<file path="config.mk">
export PLATFORM = sky130hd
export DESIGN_NAME = cmp_mask_packer
export DESIGN_NICKNAME = d
export VERILOG_FILES = /design/src/rtl/cmp_mask_packer.sv
export SDC_FILE = /design/constraint.sdc
export NUM_CORES = 1
export LEC_CHECK = 0
export CAP_MARGIN = 15
export CORE_MARGIN = 8
export CORE_UTILIZATION = 64
export CTS_CLUSTER_DIAMETER = 100
export DETAILED_ROUTE_END_ITERATION = 8
export DONT_BUFFER_PORTS = 1
export GPL_TIMING_DRIVEN = 0
export HOLD_SLACK_MARGIN = 0.03
export PLACE_DENSITY = 0.8
export SLEW_MARGIN = 40
export SYNTH_ARGS = -nofsm -noshare
export SYNTH_HDL_FRONTEND = slang
export SYNTH_SLANG_ARGS = --single-unit
</file>
<file path="constraint.sdc">
create_clock -name module_clk_i -period 4.38 [get_ports module_clk_i]
set_input_delay 0.876 -clock module_clk_i [delete_from_list [all_inputs] [get_ports module_clk_i]]
set_output_delay 0.876 -clock module_clk_i [all_outputs]
set_load 0.005 [all_outputs]
</file>
<file path="src/rtl/cmp_mask_packer.sv">
// Packs per-lane compare results into a destination mask for vmslt/vmsle/vmsgt/vmsge.
// Define CMP_MASK_TAIL_AGN_EN for tail-agnostic (tail written as ones) behaviour.
module cmp_mask_packer #(
  parameter int LANES  = 4,
  parameter int MASK_W = 32,
  parameter int VL_W   = $clog2(MASK_W + 1)
) (
  input  logic              module_clk_i,
  input  logic              module_rst_ni,
  input  logic              start_i,
  input  logic [VL_W-1:0]   vl_i,
  input  logic              vm_i,
  input  logic [MASK_W-1:0] v0_i,
  input  logic [MASK_W-1:0] old_mask_i,
  input  logic              sel_ge_gt_i,
  input  logic              beat_valid_i,
  input  logic [LANES-1:0]  lt_le_i,
  input  logic [LANES-1:0]  ge_gt_i,
  output logic [LANES-1:0]  cmp_en_o,
  output logic              busy_o,
  output logic [MASK_W-1:0] mask_o,
  output logic              mask_valid_o,
  input  logic              mask_ready_i
);

  localparam int EW    = (MASK_W > 1) ? $clog2(MASK_W) : 1;
  localparam int IDX_W = VL_W + 1;

  typedef enum logic [1:0] {
    S_IDLE,
    S_COLLECT,
    S_DONE
  } state_e;

  state_e              state_q, state_d;
  logic [IDX_W-1:0]    elem_idx_q, elem_idx_d;
  logic [VL_W-1:0]     vl_q, vl_d;
  logic                vm_q, vm_d;
  logic [MASK_W-1:0]   v0_q, v0_d;
  logic                sel_q, sel_d;
  logic [MASK_W-1:0]   mask_q, mask_d;

  logic [VL_W-1:0]     vl_c;
  logic [IDX_W-1:0]    next_idx;
  logic [EW-1:0]       lane_idx [LANES];
  logic [LANES-1:0]    lane_in_vl;
  logic [LANES-1:0]    lane_act;
  logic [LANES-1:0]    lane_res;

  // Requests longer than the mask are clamped to the full mask.
  always_comb begin
    vl_c = vl_i;
    if (vl_i > VL_W'(MASK_W)) begin
      vl_c = VL_W'(MASK_W);
    end
  end

`ifdef CMP_MASK_TAIL_AGN_EN
  logic [MASK_W-1:0] tail_c;

  always_comb begin
    tail_c = '0;
    for (int i = 0; i < MASK_W; i++) begin
      tail_c[i] = (IDX_W'(i) >= {1'b0, vl_c});
    end
  end
`endif

  always_comb begin
    lane_in_vl = '0;
    lane_act   = '0;
    lane_res   = sel_q ? ge_gt_i : lt_le_i;
    for (int j = 0; j < LANES; j++) begin
      lane_idx[j]   = elem_idx_q[EW-1:0] + EW'(j);
      lane_in_vl[j] = (elem_idx_q + IDX_W'(j)) < {1'b0, vl_q};
      lane_act[j]   = lane_in_vl[j] &&
                      (vm_q || v0_q[lane_idx[j]]);
    end
  end

  assign next_idx = elem_idx_q + IDX_W'(LANES);

  always_comb begin
    state_d    = state_q;
    elem_idx_d = elem_idx_q;
    vl_d       = vl_q;
    vm_d       = vm_q;
    v0_d       = v0_q;
    sel_d      = sel_q;
    mask_d     = mask_q;
    unique case (state_q)
      S_IDLE: begin
        if (start_i) begin
          vl_d       = vl_c;
          vm_d       = vm_i;
          v0_d       = v0_i;
          sel_d      = sel_ge_gt_i;
          elem_idx_d = '0;
`ifdef CMP_MASK_TAIL_AGN_EN
          mask_d     = old_mask_i | tail_c;
`else
          mask_d     = old_mask_i;
`endif
          state_d    = (vl_c != '0) ? S_COLLECT : S_DONE;
        end
      end
      S_COLLECT: begin
        if (beat_valid_i) begin
          for (int j = 0; j < LANES; j++) begin
            if (lane_act[j]) begin
              mask_d[lane_idx[j]] = lane_res[j];
`ifdef CMP_MASK_TAIL_AGN_EN
            end else if (!lane_in_vl[j]) begin
              mask_d[lane_idx[j]] = 1'b1;
`endif
            end
          end
          elem_idx_d = next_idx;
          if (next_idx >= {1'b0, vl_q}) begin
            state_d = S_DONE;
          end
        end
      end
      S_DONE: begin
        if (mask_ready_i) begin
          state_d = S_IDLE;
        end
      end
      default: begin
        state_d = S_IDLE;
      end
    endcase
  end

  always_ff @(posedge module_clk_i or negedge module_rst_ni) begin
    if (!module_rst_ni) begin
      state_q    <= S_IDLE;
      elem_idx_q <= '0;
      vl_q       <= '0;
      vm_q       <= 1'b0;
      v0_q       <= '0;
      sel_q      <= 1'b0;
      mask_q     <= '0;
    end else begin
      state_q    <= state_d;
      elem_idx_q <= elem_idx_d;
      vl_q       <= vl_d;
      vm_q       <= vm_d;
      v0_q       <= v0_d;
      sel_q      <= sel_d;
      mask_q     <= mask_d;
    end
  end

  // Enables are zero outside COLLECT so idle lanes see zeroed operands.
  assign cmp_en_o     = (state_q == S_COLLECT) ? lane_act : '0;
  assign busy_o       = (state_q != S_IDLE);
  assign mask_valid_o = (state_q == S_DONE);
  assign mask_o       = mask_q;

endmodule
</file>
======== After elaboration in Yosys (flattened, before gate mapping) ========
Cells that the tools add are included.
storage, ports and cells
  RAM bits ................................ 0
  memories kept ........................... 0
  bits in read-only memories .............. 0
  register bits after elaboration ......... 81
  latch bits .............................. 0
cells by class
  divide/modulo/power cells ............... 0
  $lt $le $gt $ge ......................... 14
  multiply operators ...................... 0
  equal/unequal tests ..................... 6
  bitwise operators ....................... 0
  mux-type cells .......................... 45
  reductions and logical operators ........ 19
  shift-type cells ........................ 0
  $add $sub $neg .......................... 7
operators by type and width
  cell                 count
  $mux 32              12
  $bwmux 32            4
  $pmux 32 s2          1
  $lt 7x6->1           4
  $lt 5x6->1 const B   4
  $bmux 1 s5           4
  $demux 1 s5          4
  $ge 5x1->1 const B   4
  $add 7x2->7 const B  2
  $mux 7               2
  $pmux 7 s2           1
  $add 5x2->5 const B  2
  $mux 2               5
  $logic_and 1x1->1    8
  $mux 1               8
  $mux 4               2
  $add 7x1->7 const B  1
  $add 7x3->7 const B  1
  $ge 7x6->1           1
  $gt 6x6->1 const B   1
  $mux 6               1
  $ne 2x2->1 const B   3
  $pmux 2 s3           1
  $reduce_bool 6->1    1
  10 further kinds     14

======== Logic depth before layout (Yosys ltp) ========
Gate-level depths: netlist of the first run.
  word-level depth ........................ 20
  depth in mapped cells ................... 11
  depth with buffers taken out ............ 7

======== Worst setup path before layout of the first run ========
OpenSTA, ideal clock, no wires.
  path type ............................... reg2out
  start ................................... reg elem_idx_q[4]
  end ..................................... out cmp_en_o[2]
  cell stages (with the launch flop) ...... 9
  arrival time ............................ 2.594 ns
  required time ........................... 3.504 ns
  slack ................................... 0.910 ns
  path through ............................ dfrtp_1 > buf_2 > buf_1 > clkbuf_1 > ha_1 > a2111o_1 > a311oi_2 > clkbuf_1 > and3_1
between the ends
  longest elaborated chain between the ends .. 6
  elaborated cells on any way between the ends .. 8
  those cells by class .................... 2 x add/sub; 1 x order compare; 3 x mux; 2 x reduce/logical
RTL lines
  what                          RTL line  text
  start: declaration            36        logic [IDX_W-1:0] elem_idx_q, elem_idx_d;
  start signal: assignment      146       elem_idx_q <= elem_idx_d;
  $add 5x2->5                   74        lane_idx[j] = elem_idx_q[EW-1:0] + EW'(j);
  $bmux 1 s5                    77        (vm_q || v0_q[lane_idx[j]]);
  $mux 1 (not written as such)  77
  $logic_or 1x1->1              77
  $logic_and 1x1->1 (*)         76        lane_act[j] = lane_in_vl[j] &&
  $mux 4 (*)                    156       assign cmp_en_o = (state_q == S_COLLECT) ? lane_act : '0;
  end: declaration              19        output logic [LANES-1:0] cmp_en_o,
Every way passes the cells marked *; elsewhere a longest branch is shown, timed or not. The select of a mux whose other input is x is not followed.

======== Worst setup path after layout of the first run ========
  start ................................... reg elem_idx_q[3]
  end ..................................... out cmp_en_o[2]
Same word-level chain as after synthesis.

==> flow_summary.json, run 1 <==
{
  "r2r_cells": 11,
  "clk_pin_slew_worst_paths_ns": 0.08,
  "crit_buf_inv": 5,
  "cp_top_family": "buffers and inverters",
  "p_switching_w": 0.00184,
  "max_stage_delay_ns": 0.48,
  "synth.distinct_cells": 62,
  "ant_nets": 0,
  "ioPinCount": 123,
  "die_area_mm2": 0.0104,
  "finalCritPeriodShare": 0.945,
  "setup_viol": 0,
  "p_sw_frac": 0.455,
  "drc": 0,
  "drive_gt1_frac": 0.0759,
  "synth_area_mm2": 0.00473,
  "finalSetupTns_ns": 0,
  "rsz0062_at_grt": "no",
  "cp-end-kind": "output port",
  "worst_ep_arrival_time_ns": 3.26,
  "avgSynthCellArea_um2": 9.00,
  "clock_path_buffers": 2,
  "timing.fmax_ghz": 0.242,
  "place_hpwl_um": 10200,
  "areaGrowthSynthToFinish_pct": 7.93,
  "min_path_type": "in -> async",
  "track_usage": 0.271,
  "diodes": 0,
  "numPortBuffers": 0,
  "cts_root_buffer": "clkbuf_8",
  "final_cell_area_mm2": 0.00511,
  "cp_cell_sequence": "buf_6 > buf_2 > buf_1 > clkbuf_1 > ha_1 > o211ai_1 > nand2_1 > a311oi_4 > clkbuf_2 > and3_1",
  "viasPerCell": 6.69,
  "ys_ff_latch": 79,
  "clkPwrFrac": 0.158,
  "start_util": 0.656,
  "grt_max_degree": 80,
  "ys.flop_type": "dfrtp_1",
  "vias": 4276,
  "synth_edf_count": 0,
  "gp_congestion": 0.941,
  "cp_num_cells": 10,
  "first_pass_iters": 4,
  "yosys-top-cells-count": "nand2_1, dfrtp_1, and3_1",
  "internal_power_w": 0.00220,
  "cts_sinks": 79,
  "finalMaxSlewViolations": 0,
  "timing_hold_violations_final": 0,
  "fillers": 611,
  "reg2reg_from": "elem_idx_q[3]",
  "initialDrtViolationCount": 280,
  "antenna_found_initial": 0,
  "syn-num-nets": 628,
  "seqPwrFrac": 0.328,
  "overflow": 0,
  "finalPower_w": 0.00404,
  "tritoncts": "yes",
  "fin_nets": 638,
  "synth_top_cell_area_share": 0.418,
  "worst_pin_slew_ns": 0.681,
  "ys_seq_area_frac": 0.418,
  "core_mm2": 0.00721,
  "required_ns": 3.50,
  "status": "finished, final reports clean",
  "peakVddDrop_mv": 0.380,
  "fin_skew_ns": 0.0124,
  "yosysMostFrequentCell": "nand2_1",
  "die_x_um": 102,
  "post_cts_buffers": 0,
  "path_class": "reg -> out",
  "slowest_stage": "a311oi_4",
  "drv_cap": 0,
  "cts_max_level": 3,
  "comb_power_share": 0.513,
  "worst_hold_slack_ns": 0.204,
  "critical_path.max_fanout": 10,
  "cp-start-kind": "flip-flop",
  "placed_cell_area_mm2": 0.00486,
  "crit_start": "elem_idx_q[3]",
  "grt_pass1_wl_um": 21900,
  "power_density_mw_per_mm2": 790,
  "min_period_ns": 4.14,
  "cts_buffers": 9,
  "yosys-top-cells-area": "dfrtp_1, nand2_1, ha_1",
  "grt_pass1_vias": 4211,
  "die_h_um": 102,
  "routed_wl_um": 13800,
  "total_leakage_power_nw": 2.49,
  "yosys.area.top_type": "dfrtp_1",
  "clock_latency_ns": 0.36,
  "async_reset_ff_frac": 1.00,
  "wl_per_cell_um": 21.6,
  "fin_util": 0.708,
  "synthCells": 526,
  "yosysWarningCount": 0,
  "max_slew_margin": 0.545,
  "rows": 31
}
==> power groups by stage <==
stage | clock, W | sequential, W | combinational (W)
global placement | 0 | 0.00132 | 0.00194
floorplan | 0 | 0.00124 | 0.00152
CTS | 0.000644 | 0.00132 | 0.00202
global route | 0.000672 | 0.00136 | 0.00229
finish | 0.000639 | 0.00132 | 0.00207
detailed placement | 0 | 0.00134 | 0.00199
==> registers in the layout, indices dropped and copies added (netlist names) <==
name,cells
v0_q,32
state_q,2
sel_q,1
mask_o,32
vm_q,1
elem_idx_q,5
vl_q,6
==> placed cells by master (no fill, tap or decap), types with 9 or more instances in the layout <==
cell type / count
nand2_1: 120
dfrtp_1: 79
and3_1: 32
clkbuf_1: 28
a21oi_1: 28
ha_1: 17
o311ai_0: 16
nor2_1: 15
a31oi_1: 12
o21ai_0: 12
o31ai_1: 11
a21o_1: 10
o311ai_1: 10
mux2i_1: 9
clkbuf_8: 9
==> metrics by stage <==
step / worst slack [ns] / std cells
6_report: 0.243 / 639
5_1_grt: 0.0864 / 639
4_1_cts: 0.162 / 639
3_5_place_dp: 0.292 / 625
3_3_place_gp: 0.315 / 625
2_1_floorplan: 0.910 / 526
==> worst register-to-register path, delay by kind of cell (launching register included) <==
kind | cells | cell delay [ns]
adder cells (fa/ha/maj) | 1 | 0.23
flip-flops | 1 | 0.47
AO/OA/AOI/OAI | 4 | 1.02
AND/OR/NAND/NOR | 1 | 0.13
buffers and inverters | 5 | 1.27
==> kinds of logic after synthesis <==
family	Yosys count	share of synthesized area
compound gates	143	0.223
xor+xnor	3	0.00555
fa+ha+maj	17	0.0449
buf+inv	49	0.0449
flops	79	0.418
mux	14	0.0333
simple gates	221	0.230
==> final timing paths <==
kind | slack (ns) | endpoint
max in group asynchronous | 4.06 | sel_q
hold reg to reg | 0.48 | v0_q[31]
setup reg to reg | 1.14 | mask_o[6]
hold / removal | 0.20 | mask_o[29]
setup / recovery | 0.24 | cmp_en_o[2]
min in group module_clk_i | 0.48 | v0_q[31]
==> metal layers <==
layer,global-route usage,part of all wire,vias up
li1,-,-,1964
met4,0.117,0.028,0
met2,0.412,0.45,250
met3,0.0906,0.12,35
met1,0.342,0.40,2027
met5,0,0,-
==> layout make-up <==
type | count | area (µm²) | area share
Sequential cell | 79 | 1980 | 0.387
Buffer | 40 | 180 | 0.0353
Clock inverter | 4 | 95.1 | 0.0186
Tap cell | 99 | 124 | 0.0242
Inverter | 8 | 30.0 | 0.00588
Clock buffer | 11 | 131 | 0.0257
Multi-Input combinational cell | 398 | 2570 | 0.503
==> what timing repair did <==
action,CTS,global route
endpoints found under the setup margin,1,1
cloned,0,0
resized for setup,1,2
hold buffers,0,0
Power figures use the tool's default switching activity.
==> run 2: changes to the inputs <==
Settings changed: SLEW_MARGIN 40 to 5.
==> run 2 against run 1 <==
Compared with the run above: non-clock buffer count did not move; clock power barely moved; clock skew fell by 0.00064 ns; setup slack got worse by 0.016 ns; critical path depth did not move; global-route usage did not move.
==> flow_summary.json, run 2 (synthesis results as in run 1) <==
{
  "ant_nets": 0,
  "viasPerCell": 6.74,
  "required_ns": 3.50,
  "cp-start-kind": "flip-flop",
  "min_path_type": "in -> async",
  "fin_util": 0.706,
  "numPortBuffers": 0,
  "cts_buffers": 9,
  "antenna_found_initial": 0,
  "initialDrtViolationCount": 248,
  "fin_skew_ns": 0.0117,
  "start_util": 0.656,
  "rsz0062_at_grt": "no",
  "fin_nets": 638,
  "peakVddDrop_mv": 0.380,
  "tritoncts": "yes",
  "layout_common_cells": "nand2_1, dfrtp_1, and3_1, clkbuf_1, a21oi_1",
  "setup_viol": 0,
  "clock_path_buffers": 2,
  "die_h_um": 102,
  "timing_hold_violations_final": 0,
  "finalSetupTns_ns": 0,
  "rows": 31,
  "total_leakage_power_nw": 2.48,
  "finalMaxSlewViolations": 0,
  "first_pass_iters": 5,
  "place_hpwl_um": 10200,
  "drive_gt1_frac": 0.0741,
  "cts_max_level": 3,
  "track_usage": 0.271,
  "status": "finished, final reports clean",
  "cp-end-kind": "output port",
  "finalCritPeriodShare": 0.948,
  "diodes": 0,
  "wl_per_cell_um": 21.8,
  "die_x_um": 102,
  "worst_ep_arrival_time_ns": 3.28,
  "areaGrowthSynthToFinish_pct": 7.59,
  "drv_cap": 0,
  "core_mm2": 0.00721,
  "drc": 0,
  "grt_max_degree": 80,
  "gp_congestion": 0.941,
  "vias": 4309,
  "timing.fmax_ghz": 0.241,
  "clk_pin_slew_worst_paths_ns": 0.08,
  "die_area_mm2": 0.0104,
  "worst_pin_slew_ns": 0.944,
  "path_class": "reg -> out",
  "final_common_cell": "nand2_1",
  "max_slew_margin": 0.364,
  "grt_pass1_wl_um": 21900,
  "grt_pass1_vias": 4211,
  "clock_latency_ns": 0.36,
  "cts_root_buffer": "clkbuf_8",
  "min_period_ns": 4.15,
  "ioPinCount": 123,
  "overflow": 0,
  "critical_path.max_fanout": 10,
  "routed_wl_um": 13900,
  "power_density_mw_per_mm2": 791,
  "cts_sinks": 79
}
run 2: changes by cell type in the layout (fill, tap and decap cells not counted):
cell,previous run,this run
nor3b_1,1,2
nor3b_2,1,0
o41ai_2,0,1
o41ai_4,1,0
run 2: area by class of cell:
cell class	count	area [µm²]
clock inverter	4	95.1
sequential	79	1980
fill	617	2120
buffer	40	180
multi-input combinational	398	2550
clock buffer	11	131
tap	99	124
inverter	8	30.0
run 2: power by group:
group	switching (W)	leakage, nW	internal, W
Sequential	0.000275	0.994	0.00105
Clock	0.000264	0.113	0.000375
Combinational	0.00130	1.38	0.000764
run 2: metal layers:
metal | wire (µm) | vias to the layer above | GRT usage
met4 | 363 | 0 | 0.117
met2 | 6360 | 258 | 0.412
li1 | - | 1967 | -
met1 | 5580 | 2054 | 0.342
met5 | 0 | - | 0
met3 | 1620 | 30 | 0.0906
run 2: path summary, 6_finish.rpt:
kind / startpoint / end / slack [ns] / cells after the start
min in group module_clk_i: v0_q[31] / v0_q[31] / 0.48 / 2
max reg2reg: elem_idx_q[3] / mask_o[6] / 1.10 / 11
min: module_rst_ni / vl_q[4] / 0.20 / 0
min reg2reg: v0_q[31] / v0_q[31] / 0.48 / 2
max: elem_idx_q[3] / cmp_en_o[2] / 0.23 / 10
max in group asynchronous: module_rst_ni / v0_q[14] / 4.06 / 0
run 2: critical path: stages (launching register included):
cell	delay [ns]
dfrtp_1	0.48
buf_6	0.19
buf_2	0.22
buf_1	0.40
clkbuf_1	0.15
ha_1	0.23
o211ai_1	0.10
nand2_1	0.13
a311oi_4	0.49
clkbuf_2	0.31
and3_1	0.22
run 2: repair_timing:
item / in CTS / in global routing
hold buffers: 0 / 0
resized for setup: 1 / 2
setup endpoints to repair: 1 / 1
setup buffers: 0 / 0
run 2: per-stage QoR:
stage,area [µm²],total power [W],worst slack (ns),instances,hold slack (ns)
floorplan,4730,0.00276,0.910,526,0.437
global placement,4860,0.00326,0.315,625,0.454
detailed placement,4860,0.00333,0.292,625,0.462
CTS,5090,0.00399,0.162,639,0.193
global route,5090,0.00431,0.0951,639,0.186
finish,5090,0.00403,0.227,639,0.204
==> run 3: changes to the inputs <==
Settings changed: CORE_ASPECT_RATIO from default to 1.75.
==> run 3 against run 2 <==
Compared with the run above: critical path depth down 1; non-clock buffer count unchanged; combinational power about the same; via count up 0.95%; critical path type unchanged; count of clock-buffer cells in the layout up 2; worst hold slack better by 0.020 ns; largest power group unchanged; sequential share of layout area down 0.37 points; clock skew down 0.0040 ns.
==> flow_summary.json, run 3 (synthesis results as in run 1) <==
{
  "track_usage": 0.274,
  "die_h_um": 130,
  "p_sw_frac": 0.453,
  "cts_buffers": 9,
  "grt_pass1_vias": 4300,
  "start_util": 0.659,
  "finalSetupTns_ns": 0,
  "core_mm2": 0.00718,
  "areaGrowthSynthToFinish_pct": 8.62,
  "cp-end-kind": "output port",
  "cp_cell_sequence": "buf_6 > buf_2 > buf_1 > clkbuf_1 > ha_1 > a2111o_1 > a311oi_4 > clkbuf_1 > and3_1",
  "max_stage_delay_ns": 0.46,
  "fin_skew_ns": 0.00776,
  "initialDrtViolationCount": 460,
  "final_common_cell": "nand2_1",
  "comb_power_share": 0.501,
  "cts_hold_buf": 0,
  "vias": 4350,
  "status": "finished, final reports clean",
  "peakVddDrop_mv": 0.484,
  "finalCritPeriodShare": 0.945,
  "grt_pass1_wl_um": 22100,
  "cts_sinks": 79,
  "place_hpwl_um": 10800,
  "slowest_stage": "a311oi_4",
  "clock_path_buffers": 2,
  "path_class": "reg -> out",
  "cts_max_level": 3,
  "overflow": 0,
  "drive_gt1_frac": 0.0721,
  "cts_root_buffer": "clkbuf_16",
  "post_cts_buffers": 0,
  "ioPinCount": 123,
  "grt_max_degree": 80,
  "total_leakage_power_nw": 2.51,
  "min_path_type": "in -> async",
  "routed_wl_um": 14400,
  "placed_cell_area_mm2": 0.00484,
  "worst_ep_arrival_time_ns": 3.27,
  "worst_hold_slack_ns": 0.224,
  "clk_pin_slew_worst_paths_ns": 0.06,
  "internal_power_w": 0.00227,
  "pre_cts_ws_ns": 0.358,
  "crit_buf_inv": 5,
  "tritoncts": "yes",
  "timing_hold_violations_final": 0,
  "timing.fmax_ghz": 0.241,
  "cp_top_family": "buffers and inverters",
  "first_pass_iters": 5,
  "max_slew_margin": 0.381,
  "cp-start-kind": "flip-flop",
  "die_x_um": 81.0,
  "ant_nets": 0,
  "power_density_mw_per_mm2": 807,
  "critical_path.max_fanout": 10,
  "layout_common_cells": "nand2_1, dfrtp_1, and3_1, clkbuf_1, a21oi_1",
  "p_switching_w": 0.00188,
  "finalMaxSlewViolations": 0,
  "viasPerCell": 6.94,
  "fin_nets": 638,
  "drc": 0,
  "required_ns": 3.50,
  "seqPwrFrac": 0.319,
  "setup_viol": 0,
  "clkPwrFrac": 0.181,
  "gp_congestion": 0.968,
  "rsz0062_at_grt": "no",
  "antenna_found_initial": 0,
  "die_area_mm2": 0.0105,
  "worst_pin_slew_ns": 0.919,
  "numPortBuffers": 0,
  "min_period_ns": 4.14,
  "cpMostUsedCell": "clkbuf_1",
  "rows": 41,
  "clock_latency_ns": 0.34,
  "fin_ws_ns": 0.239,
  "diodes": 0,
  "drv_cap": 0,
  "finalPower_w": 0.00415,
  "wl_per_cell_um": 23.0,
  "final_cell_area_mm2": 0.00514
}
## run 3: cell count changes in the layout (fill, tap and decap cells not counted), sizes merged
| cell | before | now |
|---|---|---|
| clkinvlp | 0 | 1 |
| clkbuf | 38 | 40 |
| bufinv | 3 | 1 |
## run 3: worst reg2reg max path, delay by kind of cell (launching register included)
family | cells | cell delay (ns)
DFF | 1 | 0.45
buffers and inverters | 5 | 1.15
AOI/OAI and AO/OA | 4 | 1.29
adders and majority gates | 1 | 0.19
## run 3: path summary, 6_finish.rpt
check / from / to / slack [ns] / depth (start not counted)
worst max-delay path: elem_idx_q[3] / cmp_en_o[2] / 0.24 / 9
worst min-delay path: module_rst_ni / mask_o[1] / 0.22 / 0
worst max register to register: elem_idx_q[3] / mask_o[6] / 1.20 / 10
worst min register to register: v0_q[14] / v0_q[14] / 0.47 / 2
max in group asynchronous: module_rst_ni / sel_q / 3.99 / 0
min in group module_clk_i: v0_q[14] / v0_q[14] / 0.47 / 2
## run 3: cell type report
cell class	count	area, µm²
Buffer	40	179
Fill cell	574	2040
Inverter	8	30.0
Clock inverter	3	42.5
Multi-Input combinational cell	398	2550
Sequential cell	79	1980
Clock buffer	13	250
Tap cell	86	108
## run 3: power groups by stage
stage / clock network [W] / registers (W) / logic, W
2_1_floorplan: 0 / 0.00124 / 0.00152
3_3_place_gp: 0 / 0.00132 / 0.00195
3_5_place_dp: 0 / 0.00133 / 0.00203
4_1_cts: 0.000751 / 0.00132 / 0.00203
5_1_grt: 0.000781 / 0.00136 / 0.00227
6_report: 0.000749 / 0.00132 / 0.00208
## run 3: repair_timing
item | in CTS | in global routing
endpoints found under the hold margin | 0 | 0
gates resized for setup | 0 | 1
setup endpoints to repair | 1 | 1
gates cloned | 0 | 0
## run 3: stage by stage
stage                      util  instances
after global routing      0.716        627
final                     0.716        627
after CTS                 0.714        627
after floorplan               -        526
after detailed placement  0.674        612
after global placement    0.674        612
## run 3: per-layer routing
metal	GRT usage	share of wire	vias up
li1	-	-	1961
met1	0.290	0.36	2086
met2	0.475	0.51	252
met3	0.0744	0.093	51
met4	0.148	0.039	0
met5	0	0	-
